## src/rtl/hdc_dot_sequencer_if.sv

```systemverilog
// Bundle between the HDC dot-product sequencer and its product stream,
// FP16 accumulator, weight-memory address generator and result consumer.
interface hdc_dot_sequencer_if #(
    parameter int DIM         = 1024,
    parameter int NUM_CLASSES = 10,
    parameter int WIDTH       = 16,
    parameter int EW          = (DIM > 1) ? $clog2(DIM) : 1,
    parameter int CW          = (NUM_CLASSES > 1) ? $clog2(NUM_CLASSES) : 1
);
    logic             start;
    logic             abort;
    logic             prod_valid;
    logic             prod_ready;
    logic [WIDTH-1:0] prod_data;
    logic [WIDTH-1:0] acc_din;
    logic             acc_en;
    logic             acc_clear;
    logic [WIDTH-1:0] acc_dout;
    logic [CW-1:0]    class_idx;
    logic [EW-1:0]    elem_idx;
    logic             busy;
    logic             score_valid;
    logic [WIDTH-1:0] score_out;
    logic             done;
    logic [CW-1:0]    best_class;
    logic [WIDTH-1:0] best_score;

    modport master (
        input  start, abort, prod_valid, prod_data, acc_dout,
        output prod_ready, acc_din, acc_en, acc_clear, class_idx, elem_idx,
               busy, score_valid, score_out, done, best_class, best_score
    );

    modport slave (
        output start, abort, prod_valid, prod_data, acc_dout,
        input  prod_ready, acc_din, acc_en, acc_clear, class_idx, elem_idx,
               busy, score_valid, score_out, done, best_class, best_score
    );
endinterface

```

## src/rtl/hdc_dot_sequencer.sv

```systemverilog
// Sequences an FP16 accumulator through NUM_CLASSES dot products of DIM
// elements each, capturing every class score and tracking the running argmax.
module hdc_dot_sequencer #(
    parameter int DIM         = 1024,
    parameter int NUM_CLASSES = 10,
    parameter int WIDTH       = 16
) (
    input logic                clk,
    input logic                rst_n,
    hdc_dot_sequencer_if.master bus
);
    localparam int EW = (DIM > 1) ? $clog2(DIM) : 1;
    localparam int CW = (NUM_CLASSES > 1) ? $clog2(NUM_CLASSES) : 1;
    localparam logic [EW-1:0]    ELEM_LAST  = EW'(DIM - 1);
    localparam logic [CW-1:0]    CLASS_LAST = CW'(NUM_CLASSES - 1);
    localparam logic [WIDTH-1:0] NEG_INF    = WIDTH'(16'hFC00);

    typedef enum logic [2:0] {
        S_IDLE,
        S_CLEAR,
        S_ACCUM,
        S_CAPTURE,
        S_DONE
    } state_t;

    state_t           state_q, state_d;
    logic [CW-1:0]    class_q, class_d;
    logic [EW-1:0]    elem_q, elem_d;
    logic [CW-1:0]    best_class_q, best_class_d;
    logic [WIDTH-1:0] best_score_q, best_score_d;
    logic             abort_clr_q, abort_clr_d;
    logic             accept;

    function automatic logic is_nan(input logic [15:0] x);
        return (x[14:10] == 5'h1F) && (x[9:0] != '0);
    endfunction

    // Strict FP16 greater-than for non-NaN operands; +0 and -0 are equal.
    function automatic logic fp16_gt(input logic [15:0] a, input logic [15:0] b);
        if (a[15] != b[15])
            return !a[15] && ((a[14:0] != '0) || (b[14:0] != '0));
        else if (!a[15])
            return a[14:0] > b[14:0];
        else
            return a[14:0] < b[14:0];
    endfunction

    assign accept = (state_q == S_ACCUM) && bus.prod_valid;

    always_comb begin
        state_d      = state_q;
        class_d      = class_q;
        elem_d       = elem_q;
        best_class_d = best_class_q;
        best_score_d = best_score_q;
        abort_clr_d  = 1'b0;

        case (state_q)
            S_IDLE: begin
                if (bus.start) begin
                    state_d      = S_CLEAR;
                    best_score_d = NEG_INF;
                    best_class_d = '0;
                    class_d      = '0;
                    elem_d       = '0;
                end
            end
            S_CLEAR: state_d = S_ACCUM;
            S_ACCUM: begin
                if (accept) begin
                    if (elem_q == ELEM_LAST) begin
                        elem_d  = '0;
                        state_d = S_CAPTURE;
                    end else begin
                        elem_d = elem_q + 1'b1;
                    end
                end
            end
            S_CAPTURE: begin
                if (!is_nan(bus.acc_dout) && fp16_gt(bus.acc_dout, best_score_q)) begin
                    best_score_d = bus.acc_dout;
                    best_class_d = class_q;
                end
                if (class_q == CLASS_LAST) begin
                    state_d = S_DONE;
                end else begin
                    class_d = class_q + 1'b1;
                    state_d = S_ACCUM;
                end
            end
            S_DONE: begin
                state_d = S_IDLE;
                class_d = '0;
            end
            default: state_d = S_IDLE;
        endcase

        // Abort overrides whatever the state decided, including a pending argmax update.
        if (bus.abort && (state_q != S_IDLE)) begin
            state_d      = S_IDLE;
            class_d      = '0;
            elem_d       = '0;
            best_class_d = best_class_q;
            best_score_d = best_score_q;
            abort_clr_d  = 1'b1;
        end
    end

    always_ff @(posedge clk) begin
        if (!rst_n) begin
            state_q      <= S_IDLE;
            class_q      <= '0;
            elem_q       <= '0;
            best_class_q <= '0;
            best_score_q <= NEG_INF;
            abort_clr_q  <= 1'b0;
        end else begin
            state_q      <= state_d;
            class_q      <= class_d;
            elem_q       <= elem_d;
            best_class_q <= best_class_d;
            best_score_q <= best_score_d;
            abort_clr_q  <= abort_clr_d;
        end
    end

    assign bus.prod_ready  = (state_q == S_ACCUM);
    assign bus.acc_en      = accept;
    assign bus.acc_din     = bus.prod_data;
    assign bus.acc_clear   = (state_q == S_CLEAR) || (state_q == S_CAPTURE) || abort_clr_q;
    assign bus.busy        = (state_q != S_IDLE);
    assign bus.score_valid = (state_q == S_CAPTURE);
    assign bus.score_out   = bus.acc_dout;
    assign bus.done        = (state_q == S_DONE);
    assign bus.class_idx   = class_q;
    assign bus.elem_idx    = elem_q;
    assign bus.best_class  = best_class_q;
    assign bus.best_score  = best_score_q;
endmodule
```

## src/flat_wrapper.sv

```systemverilog
// flat-port wrapper written by rule: the top's interface ports become plain ports
module hdc_dot_sequencer_flat 
#(
    parameter int DIM         = 1024,
    parameter int NUM_CLASSES = 10,
    parameter int WIDTH       = 16
)
  (clk, rst_n, bus_start, bus_abort, bus_prod_valid, bus_prod_data, bus_acc_dout, bus_prod_ready, bus_acc_din, bus_acc_en, bus_acc_clear, bus_class_idx, bus_elem_idx, bus_busy, bus_score_valid, bus_score_out, bus_done, bus_best_class, bus_best_score);
  hdc_dot_sequencer_if #(.DIM(DIM), .NUM_CLASSES(NUM_CLASSES), .WIDTH(WIDTH)) bus_i ();
  input logic clk;
  input logic rst_n;
  input wire logic [$bits(bus_i.start)-1:0] bus_start;
  input wire logic [$bits(bus_i.abort)-1:0] bus_abort;
  input wire logic [$bits(bus_i.prod_valid)-1:0] bus_prod_valid;
  input wire logic [$bits(bus_i.prod_data)-1:0] bus_prod_data;
  input wire logic [$bits(bus_i.acc_dout)-1:0] bus_acc_dout;
  output wire logic [$bits(bus_i.prod_ready)-1:0] bus_prod_ready;
  output wire logic [$bits(bus_i.acc_din)-1:0] bus_acc_din;
  output wire logic [$bits(bus_i.acc_en)-1:0] bus_acc_en;
  output wire logic [$bits(bus_i.acc_clear)-1:0] bus_acc_clear;
  output wire logic [$bits(bus_i.class_idx)-1:0] bus_class_idx;
  output wire logic [$bits(bus_i.elem_idx)-1:0] bus_elem_idx;
  output wire logic [$bits(bus_i.busy)-1:0] bus_busy;
  output wire logic [$bits(bus_i.score_valid)-1:0] bus_score_valid;
  output wire logic [$bits(bus_i.score_out)-1:0] bus_score_out;
  output wire logic [$bits(bus_i.done)-1:0] bus_done;
  output wire logic [$bits(bus_i.best_class)-1:0] bus_best_class;
  output wire logic [$bits(bus_i.best_score)-1:0] bus_best_score;
  assign bus_i.start = bus_start;
  assign bus_i.abort = bus_abort;
  assign bus_i.prod_valid = bus_prod_valid;
  assign bus_i.prod_data = bus_prod_data;
  assign bus_i.acc_dout = bus_acc_dout;
  assign bus_prod_ready = bus_i.prod_ready;
  assign bus_acc_din = bus_i.acc_din;
  assign bus_acc_en = bus_i.acc_en;
  assign bus_acc_clear = bus_i.acc_clear;
  assign bus_class_idx = bus_i.class_idx;
  assign bus_elem_idx = bus_i.elem_idx;
  assign bus_busy = bus_i.busy;
  assign bus_score_valid = bus_i.score_valid;
  assign bus_score_out = bus_i.score_out;
  assign bus_done = bus_i.done;
  assign bus_best_class = bus_i.best_class;
  assign bus_best_score = bus_i.best_score;
  hdc_dot_sequencer #(.DIM(DIM), .NUM_CLASSES(NUM_CLASSES), .WIDTH(WIDTH)) u_core (.clk(clk), .rst_n(rst_n), .bus(bus_i));
endmodule
```

## config.mk

```make
export PLATFORM = sky130hd
export DESIGN_NAME = hdc_dot_sequencer_flat
export DESIGN_NICKNAME = d
export VERILOG_FILES = /design/src/rtl/hdc_dot_sequencer_if.sv /design/src/rtl/hdc_dot_sequencer.sv /design/src/flat_wrapper.sv
export SDC_FILE = /design/constraint.sdc
export NUM_CORES = 1
export LEC_CHECK = 0
export CORE_MARGIN = 2
export CORE_UTILIZATION = 38
export CTS_CLUSTER_SIZE = 14
export DETAILED_ROUTE_END_ITERATION = 8
export GPL_TIMING_DRIVEN = 1
export PLACE_DENSITY = 0.83
export RECOVER_POWER = 50
export SLEW_MARGIN = 20
export SYNTH_ARGS = -nofsm -noshare
export SYNTH_HDL_FRONTEND = slang
export SYNTH_SLANG_ARGS = --single-unit
```

## constraint.sdc

```tcl
create_clock -name clk -period 2.7 [get_ports clk]
set_clock_uncertainty 0.1 [all_clocks]
set_input_delay 0.675 -clock clk [delete_from_list [all_inputs] [get_ports clk]]
set_output_delay 0.675 -clock clk [all_outputs]
set_load 0.1 [all_outputs]
```

==> results.cfg, run 1 <==
[run_status]
run_status = finished, violations left
violated_checks = setup timing

[clock_tree]
maximum_clock_path_buffer_count = 2
cts_root_buf = clkbuf_8
clk_transition_reported_paths_ns = 0.07
tritoncts = built
cts_htree_levels = 2
cts.sink_count = 38
source_to_sink_clock_delay_at_the_later_pin_of_the_worst_skew_pair_ns = 0.29
cts-hold-fix-buffers = 0
cts_inserted_buffers = 5

[setup_path]
crit_path_launch_type = input port
critical_path_class = in2reg
critical_path_required_ns = 2.80
critPathArrivalTime_ns = 2.86
worst_path_fanout_max = 6
worstSetupEndpointType = flip-flop

[sta]
setup_viol_count_final = 13
final_hold_viol_count = 0
worstMarginPinSlew_ns = 1.18
setup_slack_ns = -0.0597
period_share = 1.02
slew_viol_final = 0
rsz0062_at_grt = yes
period_minus_slack_ns = 2.76
tns_ns = -0.320
timing.fmax_mhz = 362
relSlewSlack = 0.218

[yosys]
netlist_instances = 293
synth_top_cell_by_area = dfxtp_1
yosys.area_share.adder = 0.0935
muxShareOfSynthArea = 0.0956
yosysWarningCount = 0
synth-edff-count = 0
synth-xor-area-share = 0.0291
seq_total_area_yosys = 0.316
synth_top_area_frac = 0.316
yosysUniqueCellTypes = 39
async_flop_share = 0
synth.area.top_cells = dfxtp_1 (32%), buf_4 (10%), mux2i_1 (9.6%)
postSynthAreaPerCell_sq_um = 8.22
dominant_combinational_cell_family_by_area_after_synthesis = simple AND/OR/NAND/NOR gates
ys.flop_type = dfxtp_1
syn-cell-area_sq_um = 2410
number_of_synthesized_register_bits = 38
synth_fp_nets = 348
synth_compound_gate_area_share = 0.0717
synth_simple_gate_area_frac = 0.251

[grt]
grt_use_total = 0.202
first_global_vias = 2403
antenna_found_initial = 0
grt_pass1_wl_um = 11400
grt_overflow = 0
grt_max_degree = 15

[cells_and_area]
numnets_final = 424
layout_common_cells = nand2_1 (42), buf_4 (38), nor2_1 (35), clkbuf_1 (23), dfxtp_1 (23)
final_common_cell = nand2_1
insertedDiodeCount = 0
filler_cell_count = 566
regArea_sq_um = 785
multiInputGateArea_sq_um = 1490
fraction_of_final_layout_cells_with_drive_strength_greater_than_1 = 0.319
syn2layout_area_growth_pct = 47.0

[drt]
violation_count_after_the_first_detailed_routing_iteration = 84
drtPass1Iterations = 5
vias_after_detailed_routing = 2388
route.antenna.remaining_nets = 0
detail_route.wl_per_cell_um = 16.6
vias_per_cell = 5.34
post-route-drc-count = 0
aggregate_routed_wire_length_um = 7420

[job]
max-cap-violations = 0

[floorplan]
initial_core_util = 0.386
die_area_sq_um = 6990
boundaryPins = 109
die_height_um = 83.6
fp.coreArea_sq_um = 6240
num_rows = 29
die_width_um = 83.6

[pwr]
fin_total_pwr_mw = 1.36
total_leakage_power_nw = 1.40
power_density_nw_per_um2 = 385
power.ir.vdd_worst_mv = 0.258

[place]
half_perimeter_wire_length_after_placement_um = 5250
port-buffer-count = 76
globalplace.congestion = 0.938

[min_path]
min_path_type = reg2reg
==> final cells by class <==
class,count,area share
timing repair buffer,105,0.286
tap,77,0.0272
clock buffer,6,0.0205
multi-input combinational,199,0.421
sequential,38,0.222
inverter,20,0.0212
clock inverter,2,0.00247
==> state kept, by name (all words and copies together), names as in the netlist <==
| name | count |
|---|---|
| u_core.bus.best_score | 16 |
| u_core.bus.elem_idx | 10 |
| u_core.bus.best_class | 4 |
| u_core.bus.class_idx | 4 |
| u_core.state_q | 3 |
| u_core.abort_clr_q | 1 |
==> cell families after synthesis <==
| group | count (synthesis) |
|---|---|
| compound gates | 24 |
| xor+xnor | 8 |
| fa+ha+maj | 18 |
| buf+inv | 56 |
| flops | 38 |
| mux | 23 |
| simple gates | 126 |
==> layer usage <==
metal | global-route usage | vias up | routed length [um]
li1 | - | 1121 | -
met1 | 0.238 | 1124 | 3030
met2 | 0.346 | 112 | 3590
met3 | 0.0415 | 31 | 528
met4 | 0.101 | 0 | 273
met5 | 0 | - | 0
==> path summary, 6_finish.rpt <==
check | start | endpoint | slack, ns | cells after the start
worst max register to register | u_core.bus.best_score[4]$_SDFFE_PN0P_ | u_core.bus.best_score[6]$_SDFFE_PN0P_ | -0.01 | 10
worst min register to register | u_core.bus.best_class[2]$_SDFFE_PN0P_ | u_core.bus.best_class[2]$_SDFFE_PN0P_ | 0.36 | 2
worst min-delay path | u_core.bus.best_class[2]$_SDFFE_PN0P_ | u_core.bus.best_class[2]$_SDFFE_PN0P_ | 0.36 | 2
worst max-delay path | bus_acc_dout[6] | u_core.bus.best_score[6]$_SDFFE_PN0P_ | -0.06 | 10
==> timing repair <==
action,in CTS,in global routing
pin swaps,15,15
buffers inserted,4,2
resized for setup,35,22
gates cloned,1,0
endpoints found under the setup margin,20,20
==> cell usage after synthesis (3+ instances only) <==
library cell / count
dfxtp_1: 38
nand3_1: 8
xor2_1: 5
nor4_1: 7
nor3_1: 8
and2_1: 4
xnor2_1: 3
nor2_1: 35
ha_1: 18
nand4_1: 7
buf_4: 32
nand2_1: 42
a21o_1: 3
a21oi_1: 10
mux2i_1: 23
inv_1: 19
==> worst max-delay path: stages <==
cell           delay [ns]
dlygate4sd2_1        0.28
ha_4                 0.23
o21ai_2              0.06
nor2_1               0.07
o31a_1               0.34
a2111oi_4            0.42
mux2i_4              0.32
buf_6                0.15
buf_12               0.12
mux2i_1              0.19
==> per-stage QoR <==
step / cells / hold WS (ns) / setup WS [ns] / cell area (sq um) / utilization
finish: 447 / 0.362 / -0.0597 / 3540 / 0.567
global route: 447 / 0.388 / -0.128 / 3540 / 0.567
CTS: 446 / 0.364 / 0.0178 / 3560 / 0.570
detailed placement: 433 / 0.354 / -0.641 / 3330 / 0.534
global placement: 433 / 0.349 / -0.532 / 3330 / 0.534
floorplan: 293 / 0.361 / 0.00781 / 2440 / -
==> where the power goes <==
group          internal [mW]  switching (mW)  total, mW
clock                  0.178           0.201      0.379
combinational          0.147           0.265      0.412
sequential             0.563         0.00820      0.571
No activity file was read; power rests on OpenSTA's default activity.
==> inputs of run 2 (changes only) <==
--- a/config.mk
+++ b/config.mk
@@ -5,12 +5,13 @@
 export SDC_FILE = /design/constraint.sdc
 export NUM_CORES = 1
 export LEC_CHECK = 0
+export ABC_AREA = 1
 export CORE_MARGIN = 2
-export CORE_UTILIZATION = 38
+export CORE_UTILIZATION = 40
 export CTS_CLUSTER_SIZE = 14
 export DETAILED_ROUTE_END_ITERATION = 8
-export GPL_TIMING_DRIVEN = 1
-export PLACE_DENSITY = 0.83
+export GPL_TIMING_DRIVEN = 0
+export PLACE_DENSITY = 0.84
 export RECOVER_POWER = 50
 export SLEW_MARGIN = 20
 export SYNTH_ARGS = -nofsm -noshare
==> run 2 against run 1 <==
The run ends with DRC, setup timing left. Sequential share of layout area is 1.7 points lower. Critical path type is now in2out. Largest cell class unchanged. Maximum frequency grew 1.9%. Synthesized cell count grew 34%.
==> results.cfg, run 2 <==
[yosys]
synth-edff-count = 0
yosysWarningCount = 0
number_of_synthesized_register_bits = 38
synth_fp_nets = 448
yosysUniqueCellTypes = 32
yosys.cell_count.top_type = nand2_1
syn-cell-area_sq_um = 2680
synth.area.top_cells = dfxtp_1 (28%), nand2_1 (12%), buf_4 (9.3%)
seq_total_area_yosys = 0.284
async_flop_share = 0
most_frequent_cells_after_synthesis = nand2_1 (84), nor2_1 (57), dfxtp_1 (38)
postSynthAreaPerCell_sq_um = 6.81
synth_top_cell_by_area = dfxtp_1
synth_top_area_frac = 0.284
ys.flop_type = dfxtp_1
netlist_instances = 393

[cells_and_area]
final_common_cell = nand2_1
numnets_final = 547
final_area_sq_um = 3720
layout_common_cells = nand2_1 (87), nor2_1 (58), clkdlybuf4s50_1 (51), dfxtp_1 (38)
syn2layout_area_growth_pct = 38.8
fraction_of_final_layout_cells_with_drive_strength_greater_than_1 = 0.181
finish.utilization = 0.579
number_of_flip_flops_in_the_largest_register = 16
insertedDiodeCount = 0

[sta]
slew_viol_final = 0
setup_viol_count_final = 1
setup_slack_ns = -0.00891
period_share = 1.00
final_hold_viol_count = 0
worstMarginPinSlew_ns = 1.19
timing.fmax_mhz = 369
period_minus_slack_ns = 2.71
hold_ws_ns = 0.386
relSlewSlack = 0.211

[clock_tree]
cts_inserted_buffers = 5
tritoncts = built
post_cts.repair.setup_buffers = 0
cts-hold-fix-buffers = 0
source_to_sink_clock_delay_at_the_later_pin_of_the_worst_skew_pair_ns = 0.30
cts_root_buf = clkbuf_8
cts_htree_levels = 2
cts.sink_count = 38
clk_transition_reported_paths_ns = 0.08
maximum_clock_path_buffer_count = 2

[setup_path]
critical_path_class = in2out
critPathArrivalTime_ns = 1.93
worst_path_fanout_max = 4
critical_path_required_ns = 1.92
cp_slowest_stage_delay_ns = 0.58
timing.critical_path.max_delay_family = buffers and inverters
path_buf_inv = 3
worstSetupEndpointType = output port
crit_path_cell_trace = clkdlybuf4s50_1 > buf_4 > clkdlybuf4s18_2
worst_path_max_delay_cell = clkdlybuf4s50_1
crit_path_launch_type = input port

[place]
pre_cts_slack_ns = -0.604
port-buffer-count = 92
half_perimeter_wire_length_after_placement_um = 5570
globalplace.congestion = 0.882
place_area_sq_um = 3690

[drt]
vias_after_detailed_routing = 2804
detail_route.wl_per_cell_um = 12.6
drtPass1Iterations = 6
vias_per_cell = 4.92
route.antenna.remaining_nets = 0
aggregate_routed_wire_length_um = 7170
post-route-drc-count = 11
violation_count_after_the_first_detailed_routing_iteration = 139

[min_path]
min_path_type = reg2reg

[floorplan]
initial_core_util = 0.417
fp.coreArea_sq_um = 6420
die_width_um = 85.8
boundaryPins = 109
die_area_sq_um = 7360
die_height_um = 85.8
num_rows = 29

[pwr]
power_density_nw_per_um2 = 721
fin_total_pwr_mw = 2.68
total_leakage_power_nw = 1.79
power.ir.vdd_worst_mv = 0.306

[grt]
grt_max_degree = 13
grt_use_total = 0.192
grt_pass1_wl_um = 11600
antenna_found_initial = 0
grt_overflow = 0
first_global_vias = 2661

[run_status]
violated_checks = DRC, setup timing
run_status = finished, violations left

[job]
max-cap-violations = 0
run 2: changes by cell type in the layout (fill, tap and decap cells not counted), moves of 10 or more:
cell / change
mux2i_1: -21
dfxtp_2: -13
buf_12: -20
inv_1: +15
ha_1: +10
a21oi_1: +25
nor2_1: +23
clkbuf_1: -13
nand3_1: +26
dfxtp_1: +15
clkdlybuf4s50_1: +48
nand2_1: +45
run 2: tightest hold or removal path, cell delays in order, from the launching register on:
cell and delay (ns):
dfxtp_1 0.33, a21oi_1 0.04, nor2_1 0.08
run 2: cell type report:
class,count,area (sq um)
inverter,39,146
multi-input combinational,273,1420
clock buffer,5,68.8
fill,594,2710
buffer,43,333
timing repair buffer,92,850
clock inverter,3,40.0
sequential,38,761
tap,77,96.3
run 2: timing repair:
item / in CTS / in global routing
endpoints found under the setup margin: 26 / 36
resized for setup: 68 / 24
hold endpoints to repair: 0 / 0
run 2: cells by family (layout without fill, tap and decap cells):
group,after synthesis,after routing,synth area share
fa+ha+maj,18,18,0.0841
buf+inv,82,182,0.179
simple gates,209,209,0.351
flops,38,38,0.284
compound gates,41,41,0.0855
xor+xnor,5,5,0.0164
run 2: worst paths after layout:
| kind | from | slack, ns | end | cells past startpoint |
|---|---|---|---|---|
| max | bus_acc_dout[1] | -0.009 | bus_score_out[1] | 3 |
| min | u_core.bus.best_class[1]$_SDFFE_PN0P_ | 0.39 | u_core.bus.best_class[1]$_SDFFE_PN0P_ | 2 |
| max reg2reg | u_core.bus.best_score[6]$_SDFFE_PN0P_ | 0.55 | u_core.bus.best_score[4]$_SDFFE_PN0P_ | 15 |
| min reg2reg | u_core.bus.best_class[1]$_SDFFE_PN0P_ | 0.39 | u_core.bus.best_class[1]$_SDFFE_PN0P_ | 2 |
run 2: through the flow:
step,std cells,TNS (ns)
after floorplan,393,0
after global placement,562,-13.40
after detailed placement,562,-14.18
after CTS,570,0
after global routing,570,-0.00807
final,570,-0.00891
run 2: power by group:
part,leakage [nW],switching (mW),internal [mW],total (mW)
logic,1.42,1.10,0.394,1.50
registers,0.311,0.0661,0.630,0.697
clock network,0.0579,0.217,0.272,0.489
run 2: layer usage:
metal | up-vias | share of wire | GRT usage
met5 | - | 0 | 0
met4 | 0 | 0.018 | 0.0722
met3 | 16 | 0.084 | 0.0500
met2 | 120 | 0.49 | 0.342
met1 | 1250 | 0.41 | 0.219
li1 | 1418 | - | -
==> inputs of run 3 (changes only) <==
--- a/config.mk
+++ b/config.mk
@@ -6,8 +6,11 @@
 export NUM_CORES = 1
 export LEC_CHECK = 0
 export ABC_AREA = 1
+export ABC_CLOCK_PERIOD_IN_PS = 2700
+export CELL_PAD_IN_SITES_DETAIL_PLACEMENT = 0
+export CELL_PAD_IN_SITES_GLOBAL_PLACEMENT = 1
 export CORE_MARGIN = 2
-export CORE_UTILIZATION = 40
+export CORE_UTILIZATION = 27
 export CTS_CLUSTER_SIZE = 14
 export DETAILED_ROUTE_END_ITERATION = 8
 export GPL_TIMING_DRIVEN = 0
==> run 3 against run 2 <==
Highest routed layer unchanged. Via count decreased by 2.3%. Combinational power is essentially flat. Routed wire length up 3.4%. Worst hold slack worse by 0.0019 ns. Global-route usage decreased by 5.5 points. Register-to-register slack about the same. Maximum frequency up 1.3%. Final area is 2.0% higher. First-iteration DRC count fell by 43%. Sequential share of layout area down 0.41 points. The run now ends clean. Clock power rose by 4.7%. Die area is 46% higher.
==> results.cfg, run 3 (synthesis gave the netlist of run 2 again) <==
[run_status]
run_status = finished clean

[grt]
grt_overflow = 0
first_global_vias = 2606
grt_pass1_wl_um = 12300
antenna_found_initial = 0
grt_max_degree = 14
grt_use_total = 0.137

[clock_tree]
cts_root_buf = clkbuf_8
cts.sink_count = 38
cts_htree_levels = 2
source_to_sink_clock_delay_at_the_later_pin_of_the_worst_skew_pair_ns = 0.30
tritoncts = built
clk_transition_reported_paths_ns = 0.08
cts_inserted_buffers = 5
maximum_clock_path_buffer_count = 2

[drt]
drtPass1Iterations = 4
post-route-drc-count = 0
route.antenna.remaining_nets = 0
vias_after_detailed_routing = 2740
vias_per_cell = 4.37
aggregate_routed_wire_length_um = 7420
violation_count_after_the_first_detailed_routing_iteration = 79
detail_route.wl_per_cell_um = 11.8

[min_path]
min_delay_worst_endpoint = u_core.bus.best_class[2]$_SDFFE_PN0P_
instance_count_along_the_most_critical_hold_path = 2
timing.hold.worst.start = u_core.bus.best_class[2]$_SDFFE_PN0P_
min_path_type = reg2reg

[place]
pre_cts_slack_ns = -0.597
port-buffer-count = 92
half_perimeter_wire_length_after_placement_um = 5790
globalplace.congestion = 0.805

[pwr]
total_leakage_power_nw = 1.79
fin_total_pwr_mw = 2.70
power.ir.vdd_worst_mv = 0.248
power_density_nw_per_um2 = 713

[setup_path]
regToRegStartpoint = u_core.bus.best_score[14]$_SDFFE_PN1P_
critical_path_required_ns = 1.92
critPathArrivalTime_ns = 1.90
timing.reg2reg.setup_slack_ns = 0.56
crit_path_launch_type = input port
worst_path_fanout_max = 4
crit-reg2reg-capture = u_core.bus.best_score[0]$_SDFFE_PN0P_
worstSetupEndpointType = output port
cp_slowest_stage_delay_ns = 0.56
timing.reg2reg.worst_path_depth = 15
crit_path_cell_trace = clkdlybuf4s50_1 > buf_4 > clkdlybuf4s18_2
critical_path_class = in2out
worst_path_max_delay_cell = clkdlybuf4s50_1

[cells_and_area]
insertedDiodeCount = 0
numnets_final = 548
layout_common_cells = nand2_1 (87), nor2_1 (57), clkdlybuf4s50_1 (50), dfxtp_1 (38), buf_4 (36)
fraction_of_final_layout_cells_with_drive_strength_greater_than_1 = 0.186
syn2layout_area_growth_pct = 41.6
number_of_flip_flops_in_the_largest_register = 16
final_common_cell = nand2_1

[job]
max-cap-violations = 0

[floorplan]
num_rows = 36
die_area_sq_um = 10700
boundaryPins = 109
initial_core_util = 0.276
fp.coreArea_sq_um = 9680
die_width_um = 104
die_height_um = 104

[sta]
setup_viol_count_final = 0
tns_ns = 0
setup_slack_ns = 0.0261
final_hold_viol_count = 0
relSlewSlack = 0.213
period_minus_slack_ns = 2.67
timing.fmax_mhz = 374
period_share = 0.990
rsz0062_at_grt = no
slew_viol_final = 0
worstMarginPinSlew_ns = 1.19
## run 3: final cells by class
class / instances / area [sq um]
flip-flops and latches: 38 / 761
fillers: 1034 / 5890
plain buffers: 43 / 325
clock inverters: 3 / 45.0
multi-input cells: 273 / 1430
well taps: 133 / 166
repair buffers: 93 / 846
clock buffers: 5 / 68.8
inverters: 39 / 146
## run 3: metal layers
metal	wire [um]	up-vias	GRT usage
met3	556	9	0.0365
li1	-	1426	-
met4	80	0	0.0232
met2	3490	89	0.242
met1	3290	1216	0.169
met5	0	-	0
## run 3: where the power goes
group / switching, mW / internal, mW / leakage, nW
Clock: 0.236 / 0.275 / 0.0504
Sequential: 0.0679 / 0.630 / 0.311
Combinational: 1.10 / 0.395 / 1.43
## run 3: how the worst max path moves through the flow
stage | depth (start not counted) | slack [ns] | from | end
2_1_floorplan | 14 | 0.06 | u_core.bus.best_score[6]$_SDFFE_PN0P_ | u_core.bus.best_score[10]$_SDFFE_PN1P_
3_3_place_gp | 3 | -0.61 | bus_acc_dout[5] | bus_score_out[5]
3_5_place_dp | 3 | -0.60 | bus_acc_dout[10] | bus_score_out[10]
4_1_cts | 3 | 0.00009 | bus_acc_dout[12] | bus_score_out[12]
5_1_grt | 1 | 0.0004 | u_core.bus.best_score[1]$_SDFFE_PN0P_ | bus_best_score[1]
6_report | 3 | 0.03 | bus_acc_dout[1] | bus_score_out[1]
## run 3: stage by stage
stage          hold slack, ns  cells  area, sq um   util
3_5_place_dp            0.379    618         3760  0.389
5_1_grt                 0.430    627         3790  0.392
6_report                0.384    627         3790  0.392
2_1_floorplan           0.459    393         2680      -
3_3_place_gp            0.371    618         3760  0.389
4_1_cts                 0.400    626         3880  0.401
## run 3: repair_timing
action | 4_1_cts | 5_1_grt
hold buffers | 0 | 0
endpoints found under the setup margin | 26 | 36
buffers inserted | 0 | 1
resized for setup | 68 | 31
## run 3: worst max-delay path, delay by kind of cell
kind,cells,cell delay (ns)
buffers and inverters,3,1.22
